--- config.mk ---
export PLATFORM = sky130hd
export DESIGN_NAME = template_stream_gen
export DESIGN_NICKNAME = d
export VERILOG_FILES = /design/src/rtl/template_stream_gen.sv
export SDC_FILE = /design/constraint.sdc
export NUM_CORES = 1
export LEC_CHECK = 0
export BUFFER_PORTS_ARGS = -buffer_cell sky130_fd_sc_hd__buf_2
export CORE_MARGIN = 2
export CORE_UTILIZATION = 55
export DETAILED_ROUTE_END_ITERATION = 16
export GPL_ROUTABILITY_DRIVEN = 0
export GPL_TIMING_DRIVEN = 1
export PLACE_DENSITY_LB_ADDON = 0.12
export SLEW_MARGIN = 15
export SYNTH_ARGS = -nofsm -noshare
export SYNTH_HDL_FRONTEND = slang
export SYNTH_SLANG_ARGS = --single-unit
--- constraint.sdc ---
create_clock -name clk -period 3.6 [get_ports clk]
set_input_delay 0.18 -clock clk [delete_from_list [all_inputs] [get_ports clk]]
set_output_delay 0.18 -clock clk [all_outputs]
set_load 0.05 [all_outputs]
--- src/rtl/template_stream_gen.sv ---
// rtl/template_stream_gen.sv - known-answer bitstream source for the non-overlapping template test path
//
// Emits one frame of N blocks of M bits, one bit per clock. In every block the
// template B occupies the first TM bits of the first cnt_lat 8-bit slots, and all
// other bits are filler.
//
// Build option: TSG_LFSR_FILL_EN
//   defined   - filler comes from a 16-bit Fibonacci LFSR (x^16+x^14+x^13+x^11+1),
//               reloaded with SEED at every frame start
//   undefined - filler is constant 0 and no LFSR exists
//
// Ports:
//   clk         in   system clock
//   rst         in   synchronous active-high reset
//   start       in   frame request, sampled in IDLE or on the last bit of a frame
//   inject_cnt  in   templates per block, latched at frame start, saturates to M/8
//   rand_bit    out  serial bitstream (registered)
//   valid       out  rand_bit carries a frame bit
//   block_start out  first bit of each block
//   frame_done  out  last bit of the frame
//   busy        out  from the cycle after an accepted start through the last bit
module template_stream_gen #(
    parameter int            N    = 8,
    parameter int            M    = 256,
    parameter int            TM   = 4,
    parameter logic [TM-1:0] B    = 4'b1100,
    parameter logic [15:0]   SEED = 16'hACE1
) (
    input  logic       clk,
    input  logic       rst,
    input  logic       start,
    input  logic [5:0] inject_cnt,
    output logic       rand_bit,
    output logic       valid,
    output logic       block_start,
    output logic       frame_done,
    output logic       busy
);
    localparam int SLOTS = M / 8;
    localparam int BW    = $clog2(M);
    localparam int KW    = (N > 1) ? $clog2(N) : 1;
    localparam int CW    = $clog2(SLOTS + 1);

    typedef enum logic {IDLE, RUN} state_t;

    state_t        state_q, state_d;
    logic [BW-1:0] bit_idx_q, bit_idx_d;
    logic [KW-1:0] blk_idx_q, blk_idx_d;
    logic [CW-1:0] cnt_lat_q, cnt_lat_d;
    logic          rand_q, rand_d;
    logic          valid_q, valid_d;
    logic          block_start_q, block_start_d;
    logic          frame_done_q, frame_done_d;
    logic          busy_q, busy_d;

    logic [CW-1:0] cnt_sat;
    logic [CW-1:0] cnt_sel;
    logic [31:0]   slot_w;
    logic [31:0]   cnt_w;
    logic [TM-1:0] b_shift;
    logic          emit;
    logic          restart;
    logic          last_bit;
    logic          in_tmpl;
    logic          tmpl_bit;
    logic          fill_bit;

    always_comb begin
        if (32'(inject_cnt) > 32'(SLOTS)) begin
            cnt_sat = CW'(SLOTS);
        end else begin
            cnt_sat = CW'(inject_cnt);
        end
    end

    // frame_done_q marks the cycle showing the last bit; start on that cycle chains
    // a new frame with no gap, otherwise the next edge returns to IDLE.
    assign restart  = (state_q == RUN) && frame_done_q;
    assign emit     = (state_q == RUN) && !(frame_done_q && !start);
    assign last_bit = (bit_idx_q == BW'(M - 1)) && (blk_idx_q == KW'(N - 1));

    // A chained frame must use the freshly latched count for its very first bit.
    assign cnt_sel  = restart ? cnt_sat : cnt_lat_q;
    assign slot_w   = 32'(bit_idx_q[BW-1:3]);
    assign cnt_w    = 32'(cnt_sel);
    assign in_tmpl  = (slot_w < cnt_w) && (bit_idx_q[2:0] < 3'(TM));
    assign b_shift  = B << bit_idx_q[2:0];
    assign tmpl_bit = b_shift[TM-1];

`ifdef TSG_LFSR_FILL_EN
    logic [15:0] lfsr_q, lfsr_d, lfsr_cur, lfsr_adv;

    always_comb begin
        lfsr_cur = restart ? SEED : lfsr_q;
        lfsr_adv = {lfsr_cur[0] ^ lfsr_cur[2] ^ lfsr_cur[3] ^ lfsr_cur[5], lfsr_cur[15:1]};
        fill_bit = lfsr_cur[0];
        lfsr_d   = lfsr_q;
        if ((state_q == IDLE) && start) begin
            lfsr_d = SEED;
        end else if (emit) begin
            // The sequence only advances on filler bits so template slots do not
            // shift the filler pattern.
            lfsr_d = in_tmpl ? lfsr_cur : lfsr_adv;
        end
    end

    always_ff @(posedge clk) begin
        if (rst) begin
            lfsr_q <= SEED;
        end else begin
            lfsr_q <= lfsr_d;
        end
    end
`else
    logic seed_unused;
    assign seed_unused = ^SEED;
    assign fill_bit    = 1'b0;
`endif

    always_comb begin
        state_d       = state_q;
        bit_idx_d     = bit_idx_q;
        blk_idx_d     = blk_idx_q;
        cnt_lat_d     = cnt_lat_q;
        busy_d        = busy_q;
        rand_d        = 1'b0;
        valid_d       = 1'b0;
        block_start_d = 1'b0;
        frame_done_d  = 1'b0;
        case (state_q)
            IDLE: begin
                if (start) begin
                    state_d   = RUN;
                    bit_idx_d = '0;
                    blk_idx_d = '0;
                    cnt_lat_d = cnt_sat;
                    busy_d    = 1'b1;
                end
            end
            RUN: begin
                if (!emit) begin
                    state_d = IDLE;
                    busy_d  = 1'b0;
                end else begin
                    if (restart) begin
                        cnt_lat_d = cnt_sat;
                    end
                    rand_d        = in_tmpl ? tmpl_bit : fill_bit;
                    valid_d       = 1'b1;
                    block_start_d = (bit_idx_q == '0);
                    frame_done_d  = last_bit;
                    if (bit_idx_q == BW'(M - 1)) begin
                        bit_idx_d = '0;
                        blk_idx_d = last_bit ? '0 : blk_idx_q + KW'(1);
                    end else begin
                        bit_idx_d = bit_idx_q + BW'(1);
                    end
                end
            end
            default: state_d = IDLE;
        endcase
    end

    always_ff @(posedge clk) begin
        if (rst) begin
            state_q       <= IDLE;
            bit_idx_q     <= '0;
            blk_idx_q     <= '0;
            cnt_lat_q     <= '0;
            rand_q        <= 1'b0;
            valid_q       <= 1'b0;
            block_start_q <= 1'b0;
            frame_done_q  <= 1'b0;
            busy_q        <= 1'b0;
        end else begin
            state_q       <= state_d;
            bit_idx_q     <= bit_idx_d;
            blk_idx_q     <= blk_idx_d;
            cnt_lat_q     <= cnt_lat_d;
            rand_q        <= rand_d;
            valid_q       <= valid_d;
            block_start_q <= block_start_d;
            frame_done_q  <= frame_done_d;
            busy_q        <= busy_d;
        end
    end

    assign rand_bit    = rand_q;
    assign valid       = valid_q;
    assign block_start = block_start_q;
    assign frame_done  = frame_done_q;
    assign busy        = busy_q;

endmodule

# Yosys cells after proc, flatten, opt, wreduce, memory -nomap -nowiden
# Index checks and enable logic that the tools add are counted.
totals:
  ff_bits: 23
  in_bits: 9
  out_inout_bits: 5
  wordCells: 58
op_classes:
  addsub: 2
  n_lt_le_gt_ge: 3
  eq_ne: 6
  n_shift: 1
  mux: 20
  bitwise: 3
  n_reduce_logical: 14
ops:
  columns: ["op", "n"]
  rows:
  - ["$mux W6", 4]
  - ["$mux W8", 3]
  - ["$pmux W8 S2", 1]
  - ["$mux W3", 4]
  - ["$pmux W6 S2", 1]
  - ["$add A8 B1 Y8 const B", 1]
  - ["$eq A8 B8 Y1 const B", 1]
  - ["$logic_not A8 Y1", 1]
  - ["$gt A6 B6 Y1 const B", 1]
  - ["$lt A5 B6 Y1", 1]
  - ["$pmux W3 S2", 1]
  - ["$logic_and A1 B1 Y1", 5]
  - ["$mux W1", 4]
  - ["$ne A2 B1 Y1 const B", 2]
  - ["$ne A2 B2 Y1 const B", 2]
  - ["$pmux W1 S2", 2]
  - ["$reduce_and A2 Y1", 2]
  - ["$reduce_or A4 Y1", 1]
  - ["$shl A4 B3 Y4 const A", 1]
  - ["$add A3 B1 Y3 const B", 1]
  - ["$eq A3 B3 Y1 const B", 1]
  - ["$lt A3 B3 Y1 const B", 1]
  - ["$not A1 Y1", 3]
  - ["$reduce_and A3 Y1", 1]
  - ["3 further kinds", 4]

# Longest topological paths before layout
logic_depth:
  depth_word: 7
  mapped_depth: 9
  mapped_depth_nobuf: 8

# Least setup slack after synthesis
# OpenSTA, ideal clock, no wires.
synth_timing:
  kind: "reg2reg"
  startpoint: "reg frame_done_q (netlist: frame_done)"
  endpoint: "reg rand_q (netlist: rand_bit)"
  setup_time_ns: 0.069
  t_arrival_ns: 2.148
  required_ns: 3.531
  slack_ns: 1.383
  stages_incl_launch_ff: 8
  path_buffers: 0
  synth_period_minus_slack_ns: 2.217
  path_cell_list: "dfxtp_1 > nand2_1 > nor3b_1 > a21oi_1 > ha_1 > a21oi_1 > or3b_1 > o21ai_1"
synth_via:
  elab_chain_cells: 6
  word_cells_on_any_way: 10
  cone_classes: "1 x order compare; 1 x mux; 2 x bitwise; 6 x reduce/logical"
synth_lines:
  columns: ["element", "line", "text"]
  rows:
  - ["start: declaration", "53", "logic frame_done_q, frame_done_d;"]
  - ["start signal: assignment", "183", "frame_done_q <= frame_done_d;"]
  - ["$logic_and A1 B1 Y1", "78", "assign restart = (state_q == RUN) && frame_done_q;"]
  - ["$mux W6", null, null]
  - ["$lt A5 B6 Y1", "86", "assign in_tmpl = (slot_w < cnt_w) && (bit_idx_q[2:0] < 3'(TM));"]
  - ["$logic_and A1 B1 Y1", "86", null]
  - ["$not A1 Y1 (no source line)", null, null]
  - ["$reduce_or A4 Y1 (no source line) *", null, null]
  - ["end signal: assignment", "180", "rand_q <= rand_d;"]
  - ["end: declaration", "50", "logic rand_q, rand_d;"]
# Every way passes the cells marked *; elsewhere a longest branch is shown, timed or not.
# A chain may end at the register's enable or synchronous reset.

# Final worst setup path
layout_timing:
  startpoint: "reg state_q"
  endpoint: "reg rand_q (netlist: rand_bit)"
layout_via:
  elab_chain_cells: 6
  word_cells_on_any_way: 9
  cone_classes: "1 x order compare; 1 x mux; 3 x bitwise; 4 x reduce/logical"
layout_lines:
  columns: ["element", "line", "text"]
  rows:
  - ["start: declaration", "46", "state_t state_q, state_d;"]
  - ["start signal: assignment", "176", "state_q <= state_d;"]
  - ["$logic_and A1 B1 Y1", "78", null]
  - ["$mux W6", null, null]
  - ["$lt A5 B6 Y1", "86", null]
  - ["$logic_and A1 B1 Y1", "86", null]
  - ["$not A1 Y1 (no source line)", null, null]
  - ["$reduce_or A4 Y1 (no source line) *", null, null]
# Marks and branches as above.

==> impl_metrics.py <==
metrics = {
    "synth": {
        "synth_seq_cells": 23,
        "synthDistinctLibCells": 34,
        "yosysWarningCount": 0,
        "avgSynthCellArea_um2": 8.35,
        "yosysSeqAreaShare": 0.386,
        "synth_area_leaders": "dfxtp_1 39%, ha_1 8.4%, a21oi_1 6.3%, nand2_1 4.4%, nor2_1 4.4%",
        "syn_area_um2": 1190,
        "yosysTopAreaCell": "dfxtp_1",
        "synth_edf_count": 0,
        "synth_top_area_frac": 0.386,
        "synth_most_common_cell": "dfxtp_1",
        "async_reset_ff_frac": 0,
        "synth_commonest_cells": "23 x dfxtp_1, 15 x a21oi_1, 14 x nand2_1, 14 x nor2_1",
        "syn-num-nets": 160,
        "synth_flop_cell": "dfxtp_1",
        "synth_cells": 143,
    },
    "global_route": {
        "overflow": 0,
        "grt_pass1_wl_um": 3950,
        "grt_antenna_before_repair": 0,
        "grt_max_degree": 16,
        "grt_util_all_layers": 0.204,
        "grt_pass1_vias": 896,
    },
    "sta": {
        "clock_skew_ps": 2.99,
        "tightest_slew_ps": 431,
        "slew_headroom": 0.712,
        "finalCriticalPeriod_ps": 2110,
        "fin_setup_tns_ps": 0,
        "timing.fmax_ghz": 0.474,
        "rsz0062_at_grt": "false",
        "fin_crit_sh": 0.586,
        "finalMaxSlewViolations": 0,
        "hold_violations": 0,
        "setup_viol": 0,
    },
    "setup_path": {
        "worstPathCellList": "nand2_1 > nor3b_1 > a21oi_1 > ha_1 > a21oi_1 > or3b_1 > o21ai_1",
        "cp.arrival_ps": 2360,
        "crit_top_cell": "a21oi_1",
        "worst_setup_path_end_kind": "flip-flop",
        "startpoint_type": "flip-flop",
        "crit_type": "reg2reg",
        "crit_required_ps": 3850,
        "crit_family": "simple AND/OR/NAND/NOR gates",
        "critPathBufInv": 0,
        "cp_max_fo": 10,
        "critPathSlowestCell": "dfxtp_1",
        "slowest_delay_ps": 500,
    },
    "run": {
        "timing.max_cap.violations": 0,
    },
    "floorplanning": {
        "rows": 16,
        "die_w_um": 50.6,
        "start_util": 0.596,
        "die_area_um2": 2560,
        "io_pins": 14,
        "fp.coreArea_um2": 2000,
        "die_height_um": 50.6,
    },
    "pwr": {
        "power_leakage_nw": 0.494,
        "vdd_ir_drop_max_uv": 214,
        "fin_total_pwr_uw": 446,
        "p_per_area_nw_per_um2": 346,
    },
    "clock_tree": {
        "cts_resized": 0,
        "ctsLongestPathBuffers": 2,
        "cts_made_buffers": 3,
        "cts_max_level": 1,
        "root_buffer": "clkbuf_4",
        "path_clk_slew_ps": 120,
        "clkLatencyLatePin_ps": 310,
        "cts_hold_buf": 0,
        "post_cts_buffers": 0,
        "cts_tree": "yes",
        "cts_sinks": 23,
    },
    "route": {
        "vias_per_cell": 5.71,
        "totalWireLength_um": 2350,
        "vias": 1022,
        "drt-pass1-iter-count": 4,
        "ant_nets": 0,
        "routedWlPerCell_um": 13.1,
        "drc_errors": 0,
        "drt-initial-drc-count": 29,
    },
    "hold_path": {
        "hp-class": "in2reg",
    },
    "finish": {
        "fill_cells": 187,
        "area_growth_syn_to_layout_pct": 7.86,
        "nNetsFinal": 170,
        "final-seq-area_um2": 460,
        "drive_gt1_frac": 0.138,
        "multiInputGateArea_um2": 683,
        "n_antenna_cell": 0,
    },
    "placement": {
        "portBuffers": 13,
        "dpl.hpwl_um": 1750,
    },
    "run_status": {
        "status": "finished clean",
    },
}
[flip-flops by register name, summed over array words and instances (netlist names)]
| signal | flops |
|---|---|
| bit_idx_q | 8 |
| cnt_lat_q | 6 |
| blk_idx_q | 3 |
| block_start | 1 |
| busy | 1 |
| frame_done | 1 |
| rand_bit | 1 |
| state_q | 1 |
| valid | 1 |
[kinds of logic after synthesis]
| logic type | Yosys count | synth area share |
|---|---|---|
| AND/OR/NAND/NOR | 62 | 0.275 |
| AO/OA/AOI/OAI | 30 | 0.160 |
| flip-flops | 23 | 0.386 |
| buffers and inverters | 13 | 0.0419 |
| adder cells (fa/ha/maj) | 8 | 0.0839 |
| XOR/XNOR | 6 | 0.0440 |
| multiplexers | 1 | 0.00943 |
[tightest hold or removal path, delay by kind of cell]
family | cells | cell delay [ps]
compound gates | 1 | 60
buf+inv | 1 | 100
simple gates | 1 | 80
[final timing paths]
path / to / startpoint / slack [ps] / cells past startpoint
hold reg to reg: cnt_lat_q[4] / cnt_lat_q[4] / 470 / 2
setup reg to reg: rand_bit / state_q / 1490 / 7
hold / removal: cnt_lat_q[1] / inject_cnt[1] / 150 / 3
setup / recovery: rand_bit / state_q / 1490 / 7
[area by class of cell]
type                            count  area share
Tap cell                           27      0.0262
Multi-Input combinational cell    107       0.531
Timing Repair Buffer               13      0.0505
Sequential cell                    23       0.358
Inverter                            5      0.0146
Clock buffer                        4      0.0204
[report_power, final]
part | switching [mW] | internal [mW]
Combinational | 0.0386 | 0.0201
Sequential | 0.00624 | 0.263
Clock | 0.0753 | 0.0432
Total | 0.120 | 0.326
[placed cells by master (no fill, tap or decap), types with 2 or more instances in the layout]
| master | n |
|---|---|
| dfxtp_1 | 23 |
| a21oi_1 | 15 |
| nand2_1 | 14 |
| nor2_1 | 14 |
| buf_2 | 13 |
| nand3_1 | 8 |
| ha_1 | 8 |
| inv_1 | 5 |
| nor3b_1 | 4 |
| nand4b_1 | 4 |
| nor2b_1 | 4 |
| o21ai_0 | 4 |
| nand2b_1 | 3 |
| xnor2_1 | 3 |
| xor2_1 | 3 |
| clkbuf_4 | 3 |
| nor3_1 | 2 |
| and3_1 | 2 |
| nor4_1 | 2 |
| a211oi_1 | 2 |
| o2111ai_1 | 2 |
[layer usage]
metal | up-vias | part of all wire | routed length [µm] | global-route usage
met2 | 27 | 0.44 | 1040 | 0.314
met1 | 468 | 0.49 | 1160 | 0.283
met5 | - | 0 | 0 | 0
met3 | 4 | 0.044 | 103 | 0.0268
li1 | 523 | - | - | -
met4 | 0 | 0.020 | 46 | 0.0946
[per-stage QoR]
step,hold slack [ps],area (µm²),cells,setup WS [ps],utilization
2_1_floorplan,345,1190,143,1380,-
3_3_place_gp,444,1260,175,1640,0.630
3_5_place_dp,451,1260,175,1540,0.630
4_1_cts,145,1290,179,1500,0.643
5_1_grt,155,1290,179,1310,0.643
6_report,154,1290,179,1490,0.643
Power figures use the tool's default switching activity.
